[src/rtl/hazard_ctrl_pkg.sv]
// hazard_ctrl_pkg: shared core definitions (datapath field widths) plus the
// hazard controller state encoding.
package hazard_ctrl_pkg;

  localparam int unsigned ALU_OP_WIDTH    = 4;
  localparam int unsigned OPCODE_WIDTH    = 7;
  localparam int unsigned EXCEPTION_WIDTH = 4;

  localparam int unsigned HC_STATE_WIDTH  = 2;

  typedef enum logic [HC_STATE_WIDTH-1:0] {
    HC_RUN      = 2'd0,
    HC_MEM_WAIT = 2'd1,
    HC_FLUSH1   = 2'd2,
    HC_FLUSH2   = 2'd3
  } hc_state_t;

endpackage

[src/rtl/hazard_ctrl_if.sv]
// hazard_ctrl_if: pipeline status inputs and stall/flush outputs of the
// hazard controller. Perf counter signals exist only with HAZARD_PERF_CNT_EN.
interface hazard_ctrl_if
  import hazard_ctrl_pkg::*;
#(
  parameter int unsigned AWIDTH = 5
);
  logic              hc_i_ds_ce;
  logic [AWIDTH-1:0] hc_i_ds_rs1;
  logic [AWIDTH-1:0] hc_i_ds_rs2;
  logic              hc_i_ds_use_rs1;
  logic              hc_i_ds_use_rs2;
  logic              hc_i_ex_ce;
  logic              hc_i_ex_load;
  logic [AWIDTH-1:0] hc_i_ex_rd;
  logic              hc_i_br_taken;
  logic              hc_i_trap;
  logic              hc_i_mem_busy;

  logic                      hc_o_if_stall;
  logic                      hc_o_ds_stall;
  logic                      hc_o_ds_flush;
  logic                      hc_o_ex_flush;
  logic [HC_STATE_WIDTH-1:0] hc_o_state;
  logic                      hc_o_timeout;
`ifdef HAZARD_PERF_CNT_EN
  logic [31:0]               hc_o_stall_cnt;
  logic [31:0]               hc_o_flush_cnt;
`endif

  modport master (
    output hc_i_ds_ce, hc_i_ds_rs1, hc_i_ds_rs2, hc_i_ds_use_rs1,
           hc_i_ds_use_rs2, hc_i_ex_ce, hc_i_ex_load, hc_i_ex_rd,
           hc_i_br_taken, hc_i_trap, hc_i_mem_busy,
    input  hc_o_if_stall, hc_o_ds_stall, hc_o_ds_flush, hc_o_ex_flush,
`ifdef HAZARD_PERF_CNT_EN
           hc_o_stall_cnt, hc_o_flush_cnt,
`endif
           hc_o_state, hc_o_timeout
  );

  modport slave (
    input  hc_i_ds_ce, hc_i_ds_rs1, hc_i_ds_rs2, hc_i_ds_use_rs1,
           hc_i_ds_use_rs2, hc_i_ex_ce, hc_i_ex_load, hc_i_ex_rd,
           hc_i_br_taken, hc_i_trap, hc_i_mem_busy,
    output hc_o_if_stall, hc_o_ds_stall, hc_o_ds_flush, hc_o_ex_flush,
`ifdef HAZARD_PERF_CNT_EN
           hc_o_stall_cnt, hc_o_flush_cnt,
`endif
           hc_o_state, hc_o_timeout
  );

endinterface

[src/rtl/hazard_ctrl_watchdog.sv]
// hc_watchdog: saturating cycle counter with synchronous clear and enable,
// plus a sticky flag that sets once the count reaches TIMEOUT.
module hc_watchdog #(
  parameter int unsigned CWIDTH  = 8,
  parameter int unsigned TIMEOUT = 255
) (
  input  logic clk,
  input  logic rst,
  input  logic clr,
  input  logic en,
  output logic flag
);
  localparam logic [CWIDTH-1:0] LIMIT = CWIDTH'(TIMEOUT);

  logic [CWIDTH-1:0] cnt_q;
  logic [CWIDTH-1:0] cnt_d;

  // Next count: clear wins, otherwise count enabled cycles up to all-ones.
  always_comb begin
    cnt_d = cnt_q;
    if (clr) begin
      cnt_d = '0;
    end else if (en && (cnt_q != '1)) begin
      cnt_d = cnt_q + 1'b1;
    end
  end

  // Count register and sticky flag; the flag is set on the same edge the
  // count reaches the limit, so it is visible the cycle after.
  always_ff @(posedge clk) begin
    if (!rst) begin
      cnt_q <= '0;
      flag  <= 1'b0;
    end else begin
      cnt_q <= cnt_d;
      if (en && (cnt_d >= LIMIT)) begin
        flag <= 1'b1;
      end
    end
  end

endmodule

[src/rtl/hazard_ctrl.sv]
// hazard_ctrl: load-use detection, memory-wait hold and two-cycle flush
// sequencing for the five-stage pipe. Optional perf counters are enabled by
// defining HAZARD_PERF_CNT_EN.
module hazard_ctrl #(
  parameter int unsigned AWIDTH  = 5,
  parameter int unsigned TIMEOUT = 255,
  parameter int unsigned CWIDTH  = 8
) (
  input  logic          hc_clk,
  input  logic          hc_rst,
  hazard_ctrl_if.slave  hc
);
  import hazard_ctrl_pkg::*;

  hc_state_t state_q, state_d;
  logic      pend_q, pend_d;
  logic      lu, trap;
  logic      if_stall, ds_stall, ds_flush, ex_flush;
  logic      tmo;

  assign trap = hc.hc_i_trap & hc.hc_i_ds_ce;
  assign lu   = hc.hc_i_ds_ce & hc.hc_i_ex_ce & hc.hc_i_ex_load &
                (hc.hc_i_ex_rd != AWIDTH'(0)) &
                ((hc.hc_i_ds_use_rs1 & (hc.hc_i_ds_rs1 == hc.hc_i_ex_rd)) |
                 (hc.hc_i_ds_use_rs2 & (hc.hc_i_ds_rs2 == hc.hc_i_ex_rd)));

  // Next state, pending-branch latch and hazard outputs; priority is
  // mem_busy > br_taken > trap > load-use.
  always_comb begin
    state_d  = state_q;
    pend_d   = pend_q;
    if_stall = 1'b0;
    ds_stall = 1'b0;
    ds_flush = 1'b0;
    ex_flush = 1'b0;
    unique case (state_q)
      HC_RUN: begin
        if (hc.hc_i_mem_busy) begin
          if_stall = 1'b1;
          ds_stall = 1'b1;
          pend_d   = hc.hc_i_br_taken;
          state_d  = HC_MEM_WAIT;
        end else if (hc.hc_i_br_taken || trap) begin
          ds_flush = 1'b1;
          ex_flush = 1'b1;
          state_d  = HC_FLUSH1;
        end else if (lu) begin
          if_stall = 1'b1;
          ds_stall = 1'b1;
          ex_flush = 1'b1;
        end
      end
      HC_MEM_WAIT: begin
        if_stall = 1'b1;
        ds_stall = 1'b1;
        if (hc.hc_i_br_taken) begin
          pend_d = 1'b1;
        end
        if (!hc.hc_i_mem_busy) begin
          pend_d  = 1'b0;
          state_d = (pend_q || hc.hc_i_br_taken) ? HC_FLUSH1 : HC_RUN;
        end
      end
      // A memory stall during either flush cycle replays the full flush.
      HC_FLUSH1: begin
        if (hc.hc_i_mem_busy) begin
          if_stall = 1'b1;
          ds_stall = 1'b1;
          pend_d   = 1'b1;
          state_d  = HC_MEM_WAIT;
        end else begin
          ds_flush = 1'b1;
          state_d  = HC_FLUSH2;
        end
      end
      HC_FLUSH2: begin
        if (hc.hc_i_mem_busy) begin
          if_stall = 1'b1;
          ds_stall = 1'b1;
          pend_d   = 1'b1;
          state_d  = HC_MEM_WAIT;
        end else if (hc.hc_i_br_taken) begin
          ds_flush = 1'b1;
          ex_flush = 1'b1;
          state_d  = HC_FLUSH1;
        end else begin
          ds_flush = 1'b1;
          state_d  = HC_RUN;
        end
      end
      default: state_d = HC_RUN;
    endcase
    if (!hc_rst) begin
      if_stall = 1'b0;
      ds_stall = 1'b0;
      ds_flush = 1'b0;
      ex_flush = 1'b0;
    end
  end

  // State and pending-branch registers.
  always_ff @(posedge hc_clk) begin
    if (!hc_rst) begin
      state_q <= HC_RUN;
      pend_q  <= 1'b0;
    end else begin
      state_q <= state_d;
      pend_q  <= pend_d;
    end
  end

  hc_watchdog #(
    .CWIDTH  (CWIDTH),
    .TIMEOUT (TIMEOUT)
  ) u_watchdog (
    .clk  (hc_clk),
    .rst  (hc_rst),
    .clr  ((state_q != HC_MEM_WAIT) && (state_d == HC_MEM_WAIT)),
    .en   (state_q == HC_MEM_WAIT),
    .flag (tmo)
  );

  assign hc.hc_o_if_stall = if_stall;
  assign hc.hc_o_ds_stall = ds_stall;
  assign hc.hc_o_ds_flush = ds_flush;
  assign hc.hc_o_ex_flush = ex_flush;
  assign hc.hc_o_state    = hc_rst ? state_q : HC_RUN;
  assign hc.hc_o_timeout  = hc_rst & tmo;

`ifdef HAZARD_PERF_CNT_EN
  logic [31:0] stall_cnt, flush_cnt;

  // Profiling counters: fetch-stall cycles and redirects out of RUN.
  always_ff @(posedge hc_clk) begin
    if (!hc_rst) begin
      stall_cnt <= '0;
      flush_cnt <= '0;
    end else begin
      if (if_stall) begin
        stall_cnt <= stall_cnt + 32'd1;
      end
      if ((state_q == HC_RUN) && (state_d == HC_FLUSH1)) begin
        flush_cnt <= flush_cnt + 32'd1;
      end
    end
  end

  assign hc.hc_o_stall_cnt = stall_cnt;
  assign hc.hc_o_flush_cnt = flush_cnt;
`endif

endmodule

[src/flat_wrapper.sv]
// flat-port wrapper written by rule: the top's interface ports become plain ports
module hazard_ctrl_flat import hazard_ctrl_pkg::*;
#(
  parameter int unsigned AWIDTH  = 5,
  parameter int unsigned TIMEOUT = 255,
  parameter int unsigned CWIDTH  = 8
)
  (hc_clk, hc_rst, hc_hc_i_ds_ce, hc_hc_i_ds_rs1, hc_hc_i_ds_rs2, hc_hc_i_ds_use_rs1, hc_hc_i_ds_use_rs2, hc_hc_i_ex_ce, hc_hc_i_ex_load, hc_hc_i_ex_rd, hc_hc_i_br_taken, hc_hc_i_trap, hc_hc_i_mem_busy, hc_hc_o_if_stall, hc_hc_o_ds_stall, hc_hc_o_ds_flush, hc_hc_o_ex_flush, hc_hc_o_state, hc_hc_o_timeout);
  hazard_ctrl_if #(.AWIDTH(AWIDTH)) hc_i ();
  input  logic hc_clk;
  input  logic hc_rst;
  input wire logic [$bits(hc_i.hc_i_ds_ce)-1:0] hc_hc_i_ds_ce;
  input wire logic [$bits(hc_i.hc_i_ds_rs1)-1:0] hc_hc_i_ds_rs1;
  input wire logic [$bits(hc_i.hc_i_ds_rs2)-1:0] hc_hc_i_ds_rs2;
  input wire logic [$bits(hc_i.hc_i_ds_use_rs1)-1:0] hc_hc_i_ds_use_rs1;
  input wire logic [$bits(hc_i.hc_i_ds_use_rs2)-1:0] hc_hc_i_ds_use_rs2;
  input wire logic [$bits(hc_i.hc_i_ex_ce)-1:0] hc_hc_i_ex_ce;
  input wire logic [$bits(hc_i.hc_i_ex_load)-1:0] hc_hc_i_ex_load;
  input wire logic [$bits(hc_i.hc_i_ex_rd)-1:0] hc_hc_i_ex_rd;
  input wire logic [$bits(hc_i.hc_i_br_taken)-1:0] hc_hc_i_br_taken;
  input wire logic [$bits(hc_i.hc_i_trap)-1:0] hc_hc_i_trap;
  input wire logic [$bits(hc_i.hc_i_mem_busy)-1:0] hc_hc_i_mem_busy;
  output wire logic [$bits(hc_i.hc_o_if_stall)-1:0] hc_hc_o_if_stall;
  output wire logic [$bits(hc_i.hc_o_ds_stall)-1:0] hc_hc_o_ds_stall;
  output wire logic [$bits(hc_i.hc_o_ds_flush)-1:0] hc_hc_o_ds_flush;
  output wire logic [$bits(hc_i.hc_o_ex_flush)-1:0] hc_hc_o_ex_flush;
  output wire logic [$bits(hc_i.hc_o_state)-1:0] hc_hc_o_state;
  output wire logic [$bits(hc_i.hc_o_timeout)-1:0] hc_hc_o_timeout;
  assign hc_i.hc_i_ds_ce = hc_hc_i_ds_ce;
  assign hc_i.hc_i_ds_rs1 = hc_hc_i_ds_rs1;
  assign hc_i.hc_i_ds_rs2 = hc_hc_i_ds_rs2;
  assign hc_i.hc_i_ds_use_rs1 = hc_hc_i_ds_use_rs1;
  assign hc_i.hc_i_ds_use_rs2 = hc_hc_i_ds_use_rs2;
  assign hc_i.hc_i_ex_ce = hc_hc_i_ex_ce;
  assign hc_i.hc_i_ex_load = hc_hc_i_ex_load;
  assign hc_i.hc_i_ex_rd = hc_hc_i_ex_rd;
  assign hc_i.hc_i_br_taken = hc_hc_i_br_taken;
  assign hc_i.hc_i_trap = hc_hc_i_trap;
  assign hc_i.hc_i_mem_busy = hc_hc_i_mem_busy;
  assign hc_hc_o_if_stall = hc_i.hc_o_if_stall;
  assign hc_hc_o_ds_stall = hc_i.hc_o_ds_stall;
  assign hc_hc_o_ds_flush = hc_i.hc_o_ds_flush;
  assign hc_hc_o_ex_flush = hc_i.hc_o_ex_flush;
  assign hc_hc_o_state = hc_i.hc_o_state;
  assign hc_hc_o_timeout = hc_i.hc_o_timeout;
  hazard_ctrl #(.AWIDTH(AWIDTH), .TIMEOUT(TIMEOUT), .CWIDTH(CWIDTH)) u_core (.hc_clk(hc_clk), .hc_rst(hc_rst), .hc(hc_i));
endmodule
[config.mk]
export PLATFORM = sky130hd
export DESIGN_NAME = hazard_ctrl_flat
export DESIGN_NICKNAME = d
export VERILOG_FILES = /design/src/rtl/hazard_ctrl_pkg.sv /design/src/rtl/hazard_ctrl_if.sv /design/src/rtl/hazard_ctrl_watchdog.sv /design/src/rtl/hazard_ctrl.sv /design/src/flat_wrapper.sv
export SDC_FILE = /design/constraint.sdc
export NUM_CORES = 1
export LEC_CHECK = 0
export ABC_AREA = 1
export BUFFER_PORTS_ARGS = -buffer_cell sky130_fd_sc_hd__buf_2
export CAP_MARGIN = 5
export CORE_MARGIN = 3
export CORE_UTILIZATION = 40
export DETAILED_ROUTE_END_ITERATION = 6
export GPL_ROUTABILITY_DRIVEN = 1
export PLACE_DENSITY = 0.62
export SLEW_MARGIN = 20
export SYNTH_ARGS = -nofsm -noshare
export SYNTH_HDL_FRONTEND = slang
export SYNTH_SLANG_ARGS = --single-unit
[constraint.sdc]
create_clock -name hc_clk -period 4.4 [get_ports hc_clk]
set_input_delay 0.88 -clock hc_clk [delete_from_list [all_inputs] [get_ports hc_clk]]
set_output_delay 0.88 -clock hc_clk [all_outputs]
set_load 0.03 [all_outputs]
# Word-level counts from Yosys, hierarchy flattened
# Index checks and enable logic that the tools add are counted.
# op_classes
add_sub_neg	1
magnitude_cmp	1
eq_ne	11
n_mux	33
n_bitwise	9
n_reduce_logical	9
# op_table
cell	count
2-to-1 mux 1 bit	18
2-to-1 mux 2 bit	8
2-to-1 mux 8 bit	2
== test 5 bit	2
adder 8 x 1 -> 8 bit, second input constant	1
AND 1 bit	8
>= comparator 8 bit, second input constant	1
inequality test 8 bit, second input constant	1
case mux 2 bit (4 select lines)	1
case mux 1 bit (3 select lines)	2
nonzero test 5 bit	1
== test 2 x 1 -> 1 bit, second input constant	2
== test 2 bit, second input constant	2
inequality test 2 x 1 -> 1 bit, second input constant	2
case mux 1 bit (2 select lines)	2
logical AND 1 bit	3
inequality test 3 bit, second input constant	1
AND reduction 3 bit	1
logical NOT 2 bit	1
logical OR 1 bit	2
inequality test 2 bit, second input constant	1
OR reduction 2 bit	1
bitwise OR 1 bit	1
# totals
register_bits	12
input_bits	25
output_inout_bits	7

# Depth between registers and ports, before layout
# Gate-level depths: netlist of run 1.
# depth
word_depth	10
ltp_mapped	12
ltp_nobuf	12

# Hierarchy
# Synthesis of run 1 repeated with hierarchy kept, for this count alone.
# hier_totals
cells_unflattened	213
hier_area_um2	1202.4
# modules_own_cells
module	instances	cells_per_inst	area_each_um2	seq_area_each_um2
hc_watchdog	1	98	611.8	180.2
hazard_ctrl	1	115	590.6	60.1

# Least setup slack after synthesis of run 1
# Ideal clock, no wire load.
# synth_path
kind	input port to output port
startpoint	input hc_hc_i_ex_rd[0]
endpoint	output hc_hc_o_if_stall
t_arrival_ns	2.160
path_slack_ns	1.360
path_stages	8
cell_sequence	inv_1 o22ai_1 a21oi_1 nand3_1 nand2_1 nand3_1 a21oi_1 buf_4
# synth_via
elab_chain_len	9
elab_cells_between_ends	13
classes_between	eq/ne (2); mux (5); bitwise (5); reduce/logical (1)
# synth_lines
element	line_no	text
start: declaration	flat_wrapper.sv:19	input wire logic [$bits(hc_i.hc_i_ex_rd)-1:0] hc_hc_i_ex_rd;
== test 5 bit, on equally long branches	hazard_ctrl.sv:24, hazard_ctrl.sv:25	
AND 1 bit, on equally long branches	hazard_ctrl.sv:24, hazard_ctrl.sv:25	
bitwise OR 1 bit	hazard_ctrl.sv:24	((hc.hc_i_ds_use_rs1 & (hc.hc_i_ds_rs1 == hc.hc_i_ex_rd)) |
AND 1 bit *	hazard_ctrl.sv:23	(hc.hc_i_ex_rd != AWIDTH'(0)) &
2-to-1 mux 1 bit * (3 in series)	--	
case mux 1 bit (3 select lines) *	--	
2-to-1 mux 1 bit *	--	
end: declaration	flat_wrapper.sv:23	output wire logic [$bits(hc_i.hc_o_if_stall)-1:0] hc_hc_o_if_stall;
# Every way passes the cells marked *; elsewhere a longest branch is shown, timed or not.

# Final worst setup path of run 1
# layout_path
startpoint	input hc_hc_i_ex_rd[0]
endpoint	output hc_hc_o_ds_stall
# layout_via
elab_chain_len	9
elab_cells_between_ends	13
classes_between	eq/ne (2); mux (5); bitwise (5); reduce/logical (1)
# layout_lines
element	line_no	text
== test 5 bit, on equally long branches	hazard_ctrl.sv:24, hazard_ctrl.sv:25	
AND 1 bit, on equally long branches	hazard_ctrl.sv:24, hazard_ctrl.sv:25	
bitwise OR 1 bit	hazard_ctrl.sv:24	
AND 1 bit *	hazard_ctrl.sv:23	
2-to-1 mux 1 bit *	hazard_ctrl.sv:47	end else if (lu) begin
2-to-1 mux 1 bit *	hazard_ctrl.sv:43	end else if (hc.hc_i_br_taken || trap) begin
2-to-1 mux 1 bit *	hazard_ctrl.sv:38	if (hc.hc_i_mem_busy) begin
case mux 1 bit (3 select lines) *	hazard_ctrl.sv:36	unique case (state_q)
2-to-1 mux 1 bit *	hazard_ctrl.sv:93	if (!hc_rst) begin
end: declaration	flat_wrapper.sv:24	output wire logic [$bits(hc_i.hc_o_ds_stall)-1:0] hc_hc_o_ds_stall;
# Marked as above.

==> flow_summary.toml, run 1 <==
[placed_design]
io_buffers = 31
dpl.hpwl_mm = 2.186
gp_congestion = 0.9297

[clocking]
clk_pin_slew_ns = 0.08
cts_buffers = 3
holdBufCountCts = 0
cts-root-buf = "clkbuf_4"
cts_max_level = 1
cts_tree = "built"
cts_max_path_buffers = 2
cts_resized = 0
cts_setup_buffers = 0
clock-sinks = 12
clk_latency_ns = 0.27

[yosys]
ys_warn_count = 0
ys_ff_latch = 12
synthCells = 184
syn-num-nets = 214
yosys.area.top_type_share = 0.2065
ys_seq_area_frac = 0.2065
ys_types = 34
syn_area_per_cell_um2 = 6.324
synth_area_um2 = 1164
synthTopCellsByArea = "dfxtp_1 (21%), nand2_1 (13%), inv_1 (8.4%)"
synth_top_area_cell = "dfxtp_1"

[sta]
setup_tns_ns = 0
maxSlewViolCount = 0
finalClockSkew_ns = 0.0009502
finalHoldViolations = 0
slew_headroom = 0.6469
finalSetupViolCount = 0
grt_setup_unrepaired = "no"
period_share = 0.6379
worst_pin_slew_ns = 0.5297
fin_worst_hold_slack_ns = 0.4558
finalCriticalPeriod_ns = 2.807
clock.fmax_mhz = 356.3

[worst_setup_path]
critical_path.cell_chain = "buf_2, inv_1, nor2_1, nor2_1, nand4_1, nand2_1, nand3_1, a21oi_1, buf_2"
cp.arrival_ns = 1.93
cp.required_ns = 3.52
cp-start-kind = "primary input"
slowest_delay_ns = 0.22
crit_type = "in2out"
crit_path_end_kind = "primary output"
slowest_stage = "buf_2"
path_delay_family = "simple AND/OR/NAND/NOR gates"
cp.buffers_inverters = 3
worstPathMaxFanout = 5
rrSetupSlack_ns = 2.48

[drt]
drc = 0
route.met3.wl_um = 126
wl_met1_mm = 1.204
first_pass_iters = 4
routed.top_layer = "met4"
vias = 1237
wl_per_cell_um = 10.74
drtAntennaViolNets = 0
drt_wl_total_mm = 2.641
vias_per_cell = 5.028
wl_met2_mm = 1.266
drt-initial-drc-count = 51

[grt]
grt_pass1_wl_mm = 4.505
grt-ovfl-total = 0
grt_pass1_vias = 1119
antenna_found_initial = 0
grt_use_total = 0.1628
grt_max_degree = 12

[finish]
num_antenna_cells = 0
syn_to_final_growth_pct = 17.74
final_common_cell = "nand2_1"
multi_input_area_um2 = 779.5
drive_above_1_share = 0.2593
fillCellCount = 296
regArea_um2 = 240.2
nets = 247
final_cell_mix = "nand2_1 (41), buf_2 (31), inv_1 (26)"

[worst_hold_path]
hp-class = "reg2reg"

[die]
io_pins = 32
die-area_um2 = 3592
row_count = 18
fp.dieW_um = 59.94
start_util = 0.4454
fp.dieH_um = 59.94
core_area_um2 = 2613

[pwr]
power_density_nw_per_um2 = 323.0
power_leakage_nw = 0.7470
ir_drop_uv = 229.7

[run_status]
status = "finished, final reports clean"

[flow_run]
drv_cap = 0
path summary, 6_finish.rpt:
check                                         to  cells past startpoint                                start
max                             hc_hc_o_ds_stall                      9                     hc_hc_i_ex_rd[0]
min reg2reg  u_core.u_watchdog.flag$_SDFFE_PN0P_                      2  u_core.u_watchdog.flag$_SDFFE_PN0P_
max reg2reg  u_core.u_watchdog.flag$_SDFFE_PN0P_                     10         u_core.state_q[1]$_SDFF_PN0_
min          u_core.u_watchdog.flag$_SDFFE_PN0P_                      2  u_core.u_watchdog.flag$_SDFFE_PN0P_
kinds of logic after synthesis:
kind of cell / synth area share
xor+xnor: 0.04517
simple gates: 0.4452
compound gates: 0.1258
flops: 0.2065
fa+ha+maj: 0.05376
buf+inv: 0.1236
worst reg2reg max path, delay by kind of cell, from the launching register on:
kind,cells,cell delay (ns)
and+or+nand+nor,8,0.85
adders and majority gates,1,0.52
DFF,1,0.36
buffers and inverters,1,0.15
report_power, final:
group | leakage [nW] | internal, W | switching [W]
combinational | 0.628 | 0.0000775 | 0.000131
sequential | 0.0981 | 0.000125 | 0.0000189
clock | 0.0210 | 0.0000503 | 0.0000398
per-stage QoR:
| step | instances | util | setup WS [ns] | area, um2 | power (W) |
|---|---|---|---|---|---|
| detailed placement | 242 | 0.5105 | 1.595 | 1334 | 0.0003547 |
| floorplan | 184 | - | 1.360 | 1164 | 0.0003107 |
| finish | 246 | 0.5244 | 1.593 | 1370 | 0.0004425 |
| global placement | 242 | 0.5105 | 1.645 | 1334 | 0.0003519 |
| CTS | 246 | 0.5244 | 1.594 | 1370 | 0.0004459 |
| global route | 246 | 0.5244 | 1.472 | 1370 | 0.0004814 |
per-layer routing:
metal	vias to the layer above	track usage
met5	-	0
met4	0	0.06646
li1	652	-
met2	34	0.2701
met3	8	0.04536
met1	543	0.1958
flip-flops by register name, indices dropped and copies added (netlist names):
signal and flops:
u_core.state_q 2, u_core.u_watchdog.flag 1, u_core.u_watchdog.cnt_q 8, u_core.pend_q 1
Yosys cell counts, drive strengths merged:
library cell / n
a211oi: 1
a21oi: 9
a31oi: 1
and3: 1
buf: 2
clkbuf: 1
clkinv: 1
dfxtp: 12
ha: 5
inv: 30
nand2: 48
nand3: 18
nand4: 3
nor2: 27
nor3: 1
nor3b: 1
o21a: 1
o21ai: 12
o22ai: 2
or2: 1
or3b: 1
xnor2: 3
xor2: 3
layout make-up:
| cell class | instances | area share |
|---|---|---|
| multi-input combinational | 138 | 0.5690 |
| sequential | 12 | 0.1753 |
| timing repair buffer | 31 | 0.1132 |
| inverter | 31 | 0.08858 |
| tap | 30 | 0.02740 |
| clock buffer | 4 | 0.02648 |
(Power assumes the default switching activity.)
==> run 2: changes to the inputs <==
Settings changed: ABC_AREA 1 to 0, PLACE_DENSITY 0.62 to 0.63.
Clock period 4.4 ns to 2.72 ns, I/O delays scaled along.
==> run 2 against run 1 <==
Against the previous run:
- non-clock buffer count up 1
- core utilization down 1.5 points
- clock power up 11%
- combinational power up 3%
- routed wire length down 12%
- first-iteration DRC count down 35%
- critical path depth down 2
- count of clock-buffer cells in the layout down 1
- highest routed layer is now met3
- worst hold slack better by 0.022 ns
- sequential cell count unchanged
==> flow_summary.toml, run 2 <==
[die]
start_util = 0.4382
die-area_um2 = 3180
fp.dieH_um = 56.40
core_area_um2 = 2318
row_count = 17
fp.dieW_um = 56.40
io_pins = 32

[drt]
first_pass_iters = 4
drt_wl_total_mm = 2.311
drc = 0
wl_per_cell_um = 12.42
drtAntennaViolNets = 0
vias_per_cell = 5.473
drt-initial-drc-count = 33
vias = 1018

[sta]
finalSetupViolCount = 0
finalCriticalPeriod_ns = 2.434
finalClockSkew_ns = 0.004045
worst_pin_slew_ns = 0.3718
grt_setup_unrepaired = "no"
maxSlewViolCount = 0
slew_headroom = 0.7457
period_share = 0.8949
setup_tns_ns = 0
clock.fmax_mhz = 410.8
fin_ws_ns = 0.2858
finalHoldViolations = 0

[pwr]
ir_drop_uv = 351.0
power_frac_clock = 0.190
p_int_w = 0.0003279
power_switching_w = 0.0001963
power_density_nw_per_um2 = 443.8
seqPwrFrac = 0.397
power_leakage_nw = 0.5258
sw_frac_of_total = 0.3745
totalPowerFinal_w = 0.0005242
combPwrFrac = 0.413

[clocking]
cts_max_level = 1
clock-sinks = 12
cts-root-buf = "clkbuf_4"
holdBufCountCts = 0
cts_buffers = 3
cts_max_path_buffers = 2
cts_resized = 0
cts_tree = "built"
clk_latency_ns = 0.26
clk_pin_slew_ns = 0.06
cts_setup_buffers = 0

[yosys]
syn-num-nets = 159
synth_simple_gate_area_frac = 0.2759
syn_area_per_cell_um2 = 7.876
yosys.area.top_type_share = 0.2365
synth_compound_area_frac = 0.2291
ys_seq_area_frac = 0.2365
synth-async-reset-ratio = 0
synth_common_cells = "dfxtp_1 (12), nor2_1 (12), xor2_1 (10), a21oi_1 (9)"
synth_fa_ha_area_frac = 0.06158
synth_top_area_cell = "dfxtp_1"
synth_xor_area_frac = 0.1034
synth_edf_count = 0
ys_ff_latch = 12
synth_flop_cell = "dfxtp_1"
ys_warn_count = 0
synth_top_family_by_area = "simple AND/OR/NAND/NOR gates"
ys_types = 44
synthTopCellsByArea = "dfxtp_1 (24%), xor2_1 (8.6%), ha_1 (6.2%)"
synth_area_um2 = 1016
synthCells = 129
synth_mux_area_frac = 0.009852

[grt]
grt_max_degree = 11
grt-ovfl-total = 0
grt_use_total = 0.1488
antenna_found_initial = 0
grt_pass1_vias = 901
grt_pass1_wl_mm = 3.912

[finish]
final_common_cell = "buf_2"
drive_above_1_share = 0.2595
largest_reg_flops = 8
fillCellCount = 246
nets = 190
regArea_um2 = 240.2
syn_to_final_growth_pct = 16.26
multi_input_area_um2 = 693.2
regMostFlops = "u_core.u_watchdog.cnt_q"
biggestRegsByFlops = "u_core.u_watchdog.cnt_q (8), u_core.state_q (2)"
fin_cells = 186
final_cell_mix = "buf_2 (29), nor2_1 (12), dfxtp_1 (12)"
final_area_um2 = 1181
num_antenna_cells = 0

[worst_setup_path]
critical_path.cell_chain = "inv_1, ha_2, and2b_1, nand2_1, o211ai_1, a21oi_1, clkbuf_4"
crit_type = "reg2out"
reg2regPathDepth = 6
cp-start-kind = "flop"
cp.required_ns = 2.18
worstPathMaxFanout = 8
slowest_delay_ns = 0.42
slowest_stage = "dfxtp_1"
cp.arrival_ns = 1.89
crit_path_end_kind = "primary output"

[worst_hold_path]
whs_path_depth = 2
hp-class = "reg2reg"

[placed_design]
gp_congestion = 0.8204
io_buffers = 31
place_ws_ns = 0.2854
dpl_cell_area_um2 = 1151
dpl.hpwl_mm = 1.839
dpl.cell_count = 183

[flow_run]
drv_cap = 0

[run_status]
status = "finished, final reports clean"
[run 2: changes by cell type after synthesis, sizes merged, moves of 3 or more]
cell   previous run  this run
nand2            48         8
inv              30         6
nor2             27        12
nand3            18         8
xor2              3        10
and3              1         6
o21ai            12         7
o31ai             0         3
[run 2: area by class of cell]
class	count	area share
tap	28	0.02966
sequential	12	0.2034
timing repair buffer	32	0.1419
inverter	6	0.01907
clock buffer	3	0.01907
multi-input combinational	105	0.5869
[run 2: metrics by stage]
step	util	hold slack (ns)
floorplan	-	0.4290
global placement	0.4965	0.4643
detailed placement	0.4965	0.4701
CTS	0.5062	0.4855
global route	0.5094	0.5323
finish	0.5094	0.4776
[run 2: worst max-delay path: cells and delay by family (launching register included)]
family	cells	cell delay (ns)
buf+inv	2	0.33
fa+ha+maj	1	0.23
simple gates	2	0.38
compound gates	2	0.27
flops	1	0.42
[run 2: worst paths after layout]
kind | from | end | slack, ns
worst max-delay path | u_core.state_q[1]$_SDFF_PN0_ | hc_hc_o_if_stall | 0.29
worst min-delay path | u_core.u_watchdog.flag$_SDFFE_PN0P_ | u_core.u_watchdog.flag$_SDFFE_PN0P_ | 0.48
worst max register to register | u_core.u_watchdog.cnt_q[0]$_SDFF_PN0_ | u_core.u_watchdog.flag$_SDFFE_PN0P_ | 0.58
worst min register to register | u_core.u_watchdog.flag$_SDFFE_PN0P_ | u_core.u_watchdog.flag$_SDFFE_PN0P_ | 0.48
[run 2: logic make-up after synthesis]
family | Yosys count
fa+ha+maj | 5
simple gates | 52
compound gates | 35
buf+inv | 12
mux | 1
xor+xnor | 12
flops | 12
[run 2: per-layer routing]
layer / wire (um) / GRT usage
met1: 1033 / 0.1986
met2: 1150 / 0.2454
met3: 126 / 0.04598
met4: 0 / 0.01017
met5: 0 / 0
[run 2: power by group through the flow]
stage               clock network, W  logic [W]  registers (W)
floorplan                          0   0.000169       0.000202
global placement                   0   0.000208       0.000211
detailed placement                 0   0.000211       0.000212
global route                0.000117   0.000243       0.000210
CTS                         0.000106   0.000213       0.000208
finish                     0.0000996   0.000216       0.000208
